**src/rtl/display_pkg.sv**
```systemverilog
// Shared constants for display_capture: segment patterns, error nibble, FSM states.
// Optional feature: DISPLAY_CAPTURE_STABLE_EN (publish only repeated frames).
package display_pkg;

  localparam logic [6:0] SEG_0 = 7'h40;
  localparam logic [6:0] SEG_1 = 7'h79;
  localparam logic [6:0] SEG_2 = 7'h24;
  localparam logic [6:0] SEG_3 = 7'h30;
  localparam logic [6:0] SEG_4 = 7'h19;
  localparam logic [6:0] SEG_5 = 7'h12;
  localparam logic [6:0] SEG_6 = 7'h02;
  localparam logic [6:0] SEG_7 = 7'h78;
  localparam logic [6:0] SEG_8 = 7'h00;
  localparam logic [6:0] SEG_9 = 7'h10;

  localparam logic [3:0] ERR_NIB = 4'hE;

  typedef enum logic [1:0] {
    IDLE    = 2'd0,
    COLLECT = 2'd1,
    PUBLISH = 2'd2
  } state_t;

  // Anodes are active-low, so exactly one zero selects exactly one digit.
  function automatic logic onehot_low(input logic [3:0] an);
    return $onehot(~an);
  endfunction

endpackage

```
**src/rtl/seg7_decode.sv**
```systemverilog
// Active-low 7-segment pattern to decimal nibble; unknown patterns flag an error.
import display_pkg::*;

module seg7_decode (
  input  logic [6:0] pattern,
  output logic [3:0] nibble,
  output logic       err
);

  always_comb begin
    nibble = ERR_NIB;
    err    = 1'b0;
    unique case (pattern)
      SEG_0:   nibble = 4'd0;
      SEG_1:   nibble = 4'd1;
      SEG_2:   nibble = 4'd2;
      SEG_3:   nibble = 4'd3;
      SEG_4:   nibble = 4'd4;
      SEG_5:   nibble = 4'd5;
      SEG_6:   nibble = 4'd6;
      SEG_7:   nibble = 4'd7;
      SEG_8:   nibble = 4'd8;
      SEG_9:   nibble = 4'd9;
      default: err    = 1'b1;
    endcase
  end

endmodule

```
**src/rtl/display_capture.sv**
```systemverilog
// Captures a multiplexed 4-digit 7-segment display into BCD frames.
// Define DISPLAY_CAPTURE_STABLE_EN to publish only frames seen twice in a row.
import display_pkg::*;

module display_capture #(
  parameter int SETTLE_CYCLES = 4
) (
  input  logic        clk,
  input  logic        reset,
  input  logic [3:0]  an,
  input  logic [6:0]  seg,
  input  logic        dp,
  output logic [15:0] bcd,
  output logic [3:0]  dp_mask,
  output logic        bcd_valid,
  output logic [3:0]  digit_err,
  output logic        frame_err
);

  localparam int CW = $clog2(SETTLE_CYCLES + 2);
  localparam logic [CW-1:0] SAT = CW'(SETTLE_CYCLES + 1);

  logic [3:0] an_s1, an_s2, an_q;
  logic [6:0] seg_s1, seg_s2;
  logic       dp_s1, dp_s2;

  logic [CW-1:0] cnt, held;
  logic          sample;

  state_t      state;
  logic [3:0]  seen, seen_nxt;
  logic [15:0] sh_bcd, nb_bcd;
  logic [3:0]  sh_dp, nb_dp;
  logic [3:0]  sh_err, nb_err;
  logic [1:0]  idx;
  logic [3:0]  nib;
  logic        nib_err;
  logic        is_onehot, is_blank, pub_ok;

  seg7_decode u_dec (
    .pattern (seg_s2),
    .nibble  (nib),
    .err     (nib_err)
  );

  // held = cycles the current synchronised an has been stable, saturating
  always_comb begin
    if (an_s2 != an_q)
      held = CW'(1);
    else if (cnt == SAT)
      held = cnt;
    else
      held = cnt + CW'(1);
  end

  assign sample    = (held == CW'(SETTLE_CYCLES));
  assign is_onehot = onehot_low(an_s2);
  assign is_blank  = &an_s2;

  always_comb begin
    idx = '0;
    for (int i = 0; i < 4; i++)
      if (!an_s2[i]) idx = 2'(i);
  end

  always_comb begin
    nb_bcd = sh_bcd;
    nb_dp  = sh_dp;
    nb_err = sh_err;
    nb_bcd[{idx, 2'b00} +: 4] = nib;
    nb_dp[idx]  = ~dp_s2;
    nb_err[idx] = nib_err;
    seen_nxt    = seen;
    seen_nxt[idx] = 1'b1;
  end

`ifdef DISPLAY_CAPTURE_STABLE_EN
  logic [15:0] cand_bcd;
  logic [3:0]  cand_dp, cand_err;
  logic        cand_ok;

  assign pub_ok = cand_ok && cand_bcd == nb_bcd &&
                  cand_dp == nb_dp && cand_err == nb_err;
`else
  assign pub_ok = 1'b1;
`endif

  always_ff @(posedge clk or posedge reset) begin
    if (reset) begin
      an_s1     <= '1;
      an_s2     <= '1;
      an_q      <= '1;
      seg_s1    <= '1;
      seg_s2    <= '1;
      dp_s1     <= 1'b1;
      dp_s2     <= 1'b1;
      cnt       <= '0;
      state     <= IDLE;
      seen      <= '0;
      sh_bcd    <= '0;
      sh_dp     <= '0;
      sh_err    <= '0;
      bcd       <= '0;
      dp_mask   <= '0;
      digit_err <= '0;
      bcd_valid <= 1'b0;
      frame_err <= 1'b0;
`ifdef DISPLAY_CAPTURE_STABLE_EN
      cand_bcd  <= '0;
      cand_dp   <= '0;
      cand_err  <= '0;
      cand_ok   <= 1'b0;
`endif
    end else begin
      an_s1     <= an;
      an_s2     <= an_s1;
      an_q      <= an_s2;
      seg_s1    <= seg;
      seg_s2    <= seg_s1;
      dp_s1     <= dp;
      dp_s2     <= dp_s1;
      cnt       <= held;
      bcd_valid <= 1'b0;
      frame_err <= 1'b0;

      if (state == PUBLISH) state <= COLLECT;

      if (sample) begin
        if (is_onehot) begin
          sh_bcd <= nb_bcd;
          sh_dp  <= nb_dp;
          sh_err <= nb_err;
          seen   <= seen_nxt;
          state  <= COLLECT;
          // Publish on the sampling edge so bcd_valid trails it by one cycle
          if (seen_nxt == 4'b1111) begin
            state <= PUBLISH;
            seen  <= '0;
            if (pub_ok) begin
              bcd       <= nb_bcd;
              dp_mask   <= nb_dp;
              digit_err <= nb_err;
              bcd_valid <= 1'b1;
            end
`ifdef DISPLAY_CAPTURE_STABLE_EN
            cand_bcd <= nb_bcd;
            cand_dp  <= nb_dp;
            cand_err <= nb_err;
            cand_ok  <= 1'b1;
`endif
          end
        end else if (!is_blank) begin
          frame_err <= 1'b1;
          seen      <= '0;
          state     <= IDLE;
        end
      end
    end
  end

endmodule
```
**config.mk**
```make
export PLATFORM = sky130hd
export DESIGN_NAME = display_capture
export DESIGN_NICKNAME = d
export VERILOG_FILES = /design/src/rtl/display_pkg.sv /design/src/rtl/seg7_decode.sv /design/src/rtl/display_capture.sv
export SDC_FILE = /design/constraint.sdc
export NUM_CORES = 1
export LEC_CHECK = 0
export ABC_AREA = 1
export CORE_MARGIN = 2
export CORE_UTILIZATION = 30
export DETAILED_ROUTE_END_ITERATION = 10
export PLACE_DENSITY = 0.54
export SYNTH_ARGS = -nofsm -noshare
export SYNTH_HDL_FRONTEND = slang
export SYNTH_SLANG_ARGS = --single-unit
```
**constraint.sdc**
```tcl
create_clock -name clk -period 5.6 [get_ports clk]
set_input_delay 0.84 -clock clk [delete_from_list [all_inputs] [get_ports clk]]
set_output_delay 0.84 -clock clk [all_outputs]
set_load 0.02 [all_outputs]
```
==> metrics.md <==
| Metric | Value |
|---|---|
| Synthesized flop and latch total | `85` |
| Fraction of layout cells with a size suffix above 1 | `15.5%` |
| # setup viols final | `0` |
| Final Skew | `0.00686 ns` |
| CP max stage delay | `0.67 ns` |
| Syn nets | `450` |
| Compound-Gate Fraction of Synth Area | `4.40%` |
| H-tree depth | `3` |
| Via density | `4.31` |
| Fill cell total of the finished layout | `1292` |
| Critical path class | `register to register` |
| Worst slew pin tran | `0.922 ns` |
| RSZ-0062 raised after global routing | `false` |
| ANT cells | `0` |
| Final period util | `55.7%` |
| Placed cells | `632` |
| CP Buf/Inv Count | `2` |
| Cell area after synthesis | `3810 µm²` |
| Post-Synth Simple-Gate Area | `29.2%` |
| Num rows | `41` |
| I/O pin count | `40` |
| Post-CTS Setup Bufs | `0` |
| Syn avg cell area | `8.85 µm²` |
| DRT Pass-1 Iters | `4` |
| Global route total overflow | `0` |
| Outcome | `complete, no violations` |
| CP Capture Type | `register` |
| Post-cts resize count | `0` |
| Final hold violations | `0` |
| CP Max Fanout | `25` |
| Area share of xor/xnor cells in the synthesized design | `1.61%` |
| Post-DRT Antenna Nets | `0` |
| Setup TNS | `0 ns` |
| Clk sink count | `85` |
| Setup Slack @ Placement | `2.42 ns` |
| Arr. time, crit path | `3.39 ns` |
| Final WL | `7.67 mm` |
| Largest net degree at the start of global routing | `56` |
| Max-cap check violation count | `0` |
| Die H | `117 µm` |
| Die area | `13600 µm²` |
| Die width | `117 µm` |
| Post-Layout Cell Count | `648` |
| Leak | `0.00227 µW` |
| Initial DRC Count | `111` |
| Min-Delay Path Class | `register to register` |
| Critical path's top delay family | `simple AND/OR/NAND/NOR gates` |
| Most frequent cells in the layout | `nand2_1, dfrtp_1, clkdlybuf4s50_1, inv_1, dfstp_2` |
| Adder-cell area share of the yosys netlist | `2.17%` |
| Most common cell after layout, fill and taps aside | `nand2_1` |
| Synth-to-Final Area Change | `21.5%` |
| Post-synth cell types | `29` |
| Total CTS buffers | `9` |
| CTS root buf | `clkbuf_16` |
| Sequential area share after synthesis | `56.8%` |
| Worst setup SP type | `register` |
| Post-DR wirelength/cell | `11.8 µm` |
| Fin. max-slew vios | `0` |
| Worst Path Required | `5.87 ns` |
| Core area | `12500 µm²` |
| Insertion delay to the later sink of the worst-skew pair | `0.33 ns` |
| Overall power | `1300 µW` |
| Clk buf depth | `2` |
| Post-Synthesis Cells | `430` |
| Vias in the first global route | `2763` |
| Slew HR | `38.5%` |
| Gr usage total | `12.6%` |
| Final worst slack | `2.48 ns` |
| Area occupied by multi-input gates | `1420 µm²` |
| DRC viols | `0` |
| Sequential Area | `2160 µm²` |
| Global-route wire length before repair | `13.4 mm` |
| Post-CTS Hold Buffers | `0` |
| CTS clk-pin slew, worst paths | `0.06 ns` |
| # nets final | `491` |
| Initial antenna violation count | `0` |
| Crit-path cells | `fa_1 -> inv_1 -> ha_1 -> ha_1 -> nor2_1 -> nand2_1 -> inv_1 -> nand4_4 -> nor2_4 -> nand3_1 -> nand2_1` |
| Largest family of logic cells by synthesized area | `simple AND/OR/NAND/NOR gates` |
| GP Congestion | `0.794` |
| Post-synthesis mux area share | `0%` |
| Peak VDD IR | `0.119 mV` |
| Initial core utilization | `30.4%` |
| Routed vias | `2790` |
| Minimum clock period | `3.12 ns` |
| Syn. warnings | `0` |
| Power Dens Cells | `282 nW/µm²` |
| CTS tree | `done` |
| IO Port Bufs | `39` |
| Slowest CP cell | `dfstp_2` |
| F_max | `321 MHz` |
| Hpwl dp | `5.14 mm` |
worst paths after layout:
path | slack [ns] | endpoint | cells past startpoint | startpoint
worst min-delay path | 0.35 | seg_s2[2] | 0 | seg_s1[2]
worst max register to register | 2.48 | bcd[13] | 11 | an_s2[3]
worst max-delay path | 2.48 | bcd[13] | 11 | an_s2[3]
max in group asynchronous | 3.64 | dp_s1 | 3 | reset
worst min register to register | 0.35 | seg_s2[2] | 0 | seg_s1[2]
min in group asynchronous | 1.02 | bcd[10] | 2 | reset
metal layers:
metal	wire length [µm]	GRT usage, %
met2	3710	20.7
met3	297	2.65
met5	0	0
met4	106	4.47
met1	3550	16.6
Yosys cell counts:
| master | number | area [µm²] |
|---|---|---|
| nand2_4 | 1 | 11.3 |
| nor2_4 | 3 | 33.8 |
| a21oi_1 | 3 | 15.0 |
| nand4_4 | 2 | 42.5 |
| nor3_1 | 1 | 5.00 |
| o21ai_0 | 22 | 110 |
| nand3_1 | 15 | 75.1 |
| nand3_2 | 3 | 30.0 |
| nor2_2 | 1 | 6.26 |
| inv_2 | 6 | 22.5 |
| fa_1 | 1 | 20.0 |
| dfrtp_1 | 57 | 1430 |
| clkbuf_1 | 1 | 3.75 |
| xnor2_1 | 3 | 26.3 |
| buf_2 | 2 | 10.0 |
| nor2_1 | 25 | 93.8 |
| xor2_1 | 4 | 35.0 |
| ha_1 | 5 | 62.6 |
| nand2_1 | 190 | 713 |
| inv_1 | 29 | 109 |
| a31oi_1 | 3 | 18.8 |
| nor2_8 | 1 | 20.0 |
| buf_6 | 6 | 67.6 |
| or2_2 | 8 | 50.1 |
| dfstp_2 | 28 | 736 |
| buf_4 | 1 | 7.51 |
| a21oi_2 | 1 | 8.76 |
| o21ai_1 | 3 | 15.0 |
| nand2_2 | 5 | 31.3 |
registers in the layout (all words and copies together) (netlist names):
register	flops
sh_err	4
sh_dp	4
seg_s2	7
seg_s1	7
an_q	4
dp_s1	1
an_s1	4
seen	4
dp_mask	4
frame_err	1
digit_err	4
bcd	16
sh_bcd	16
dp_s2	1
an_s2	4
bcd_valid	1
cnt	3
through the flow:
step	area (µm²)	utilization (%)	hold slack, ns
floorplan	3810	-	0.345
global placement	4330	34.6	0.346
detailed placement	4330	34.6	0.347
CTS	4620	36.9	0.356
global route	4620	36.9	0.356
finish	4620	36.9	0.354
area by class of cell:
cell class                 instances  share of cell area [%]
sequential                        85                    46.8
multi-input combinational        300                    30.8
inverter                          35                    2.87
clock buffer                      11                    5.25
clock inverter                     5                    1.08
timing repair buffer              40                    8.60
tap                              172                    4.65
logic make-up (layout without fill, tap and decap cells):
kind of cell	after synthesis	count (layout)
compound gates	32	32
buf+inv	45	91
fa+ha+maj	6	6
xor+xnor	7	7
flops	85	85
simple gates	255	255
power breakdown:
part           switching (µW)  internal, µW  leakage, µW  total (µW)
sequential               10.6           635      0.00109         645
combinational            46.9          26.0      0.00104        72.9
clock                     233           354     0.000141         587
total                     290          1010      0.00227        1300
Note: power is estimated with default switching activity, not from simulation.
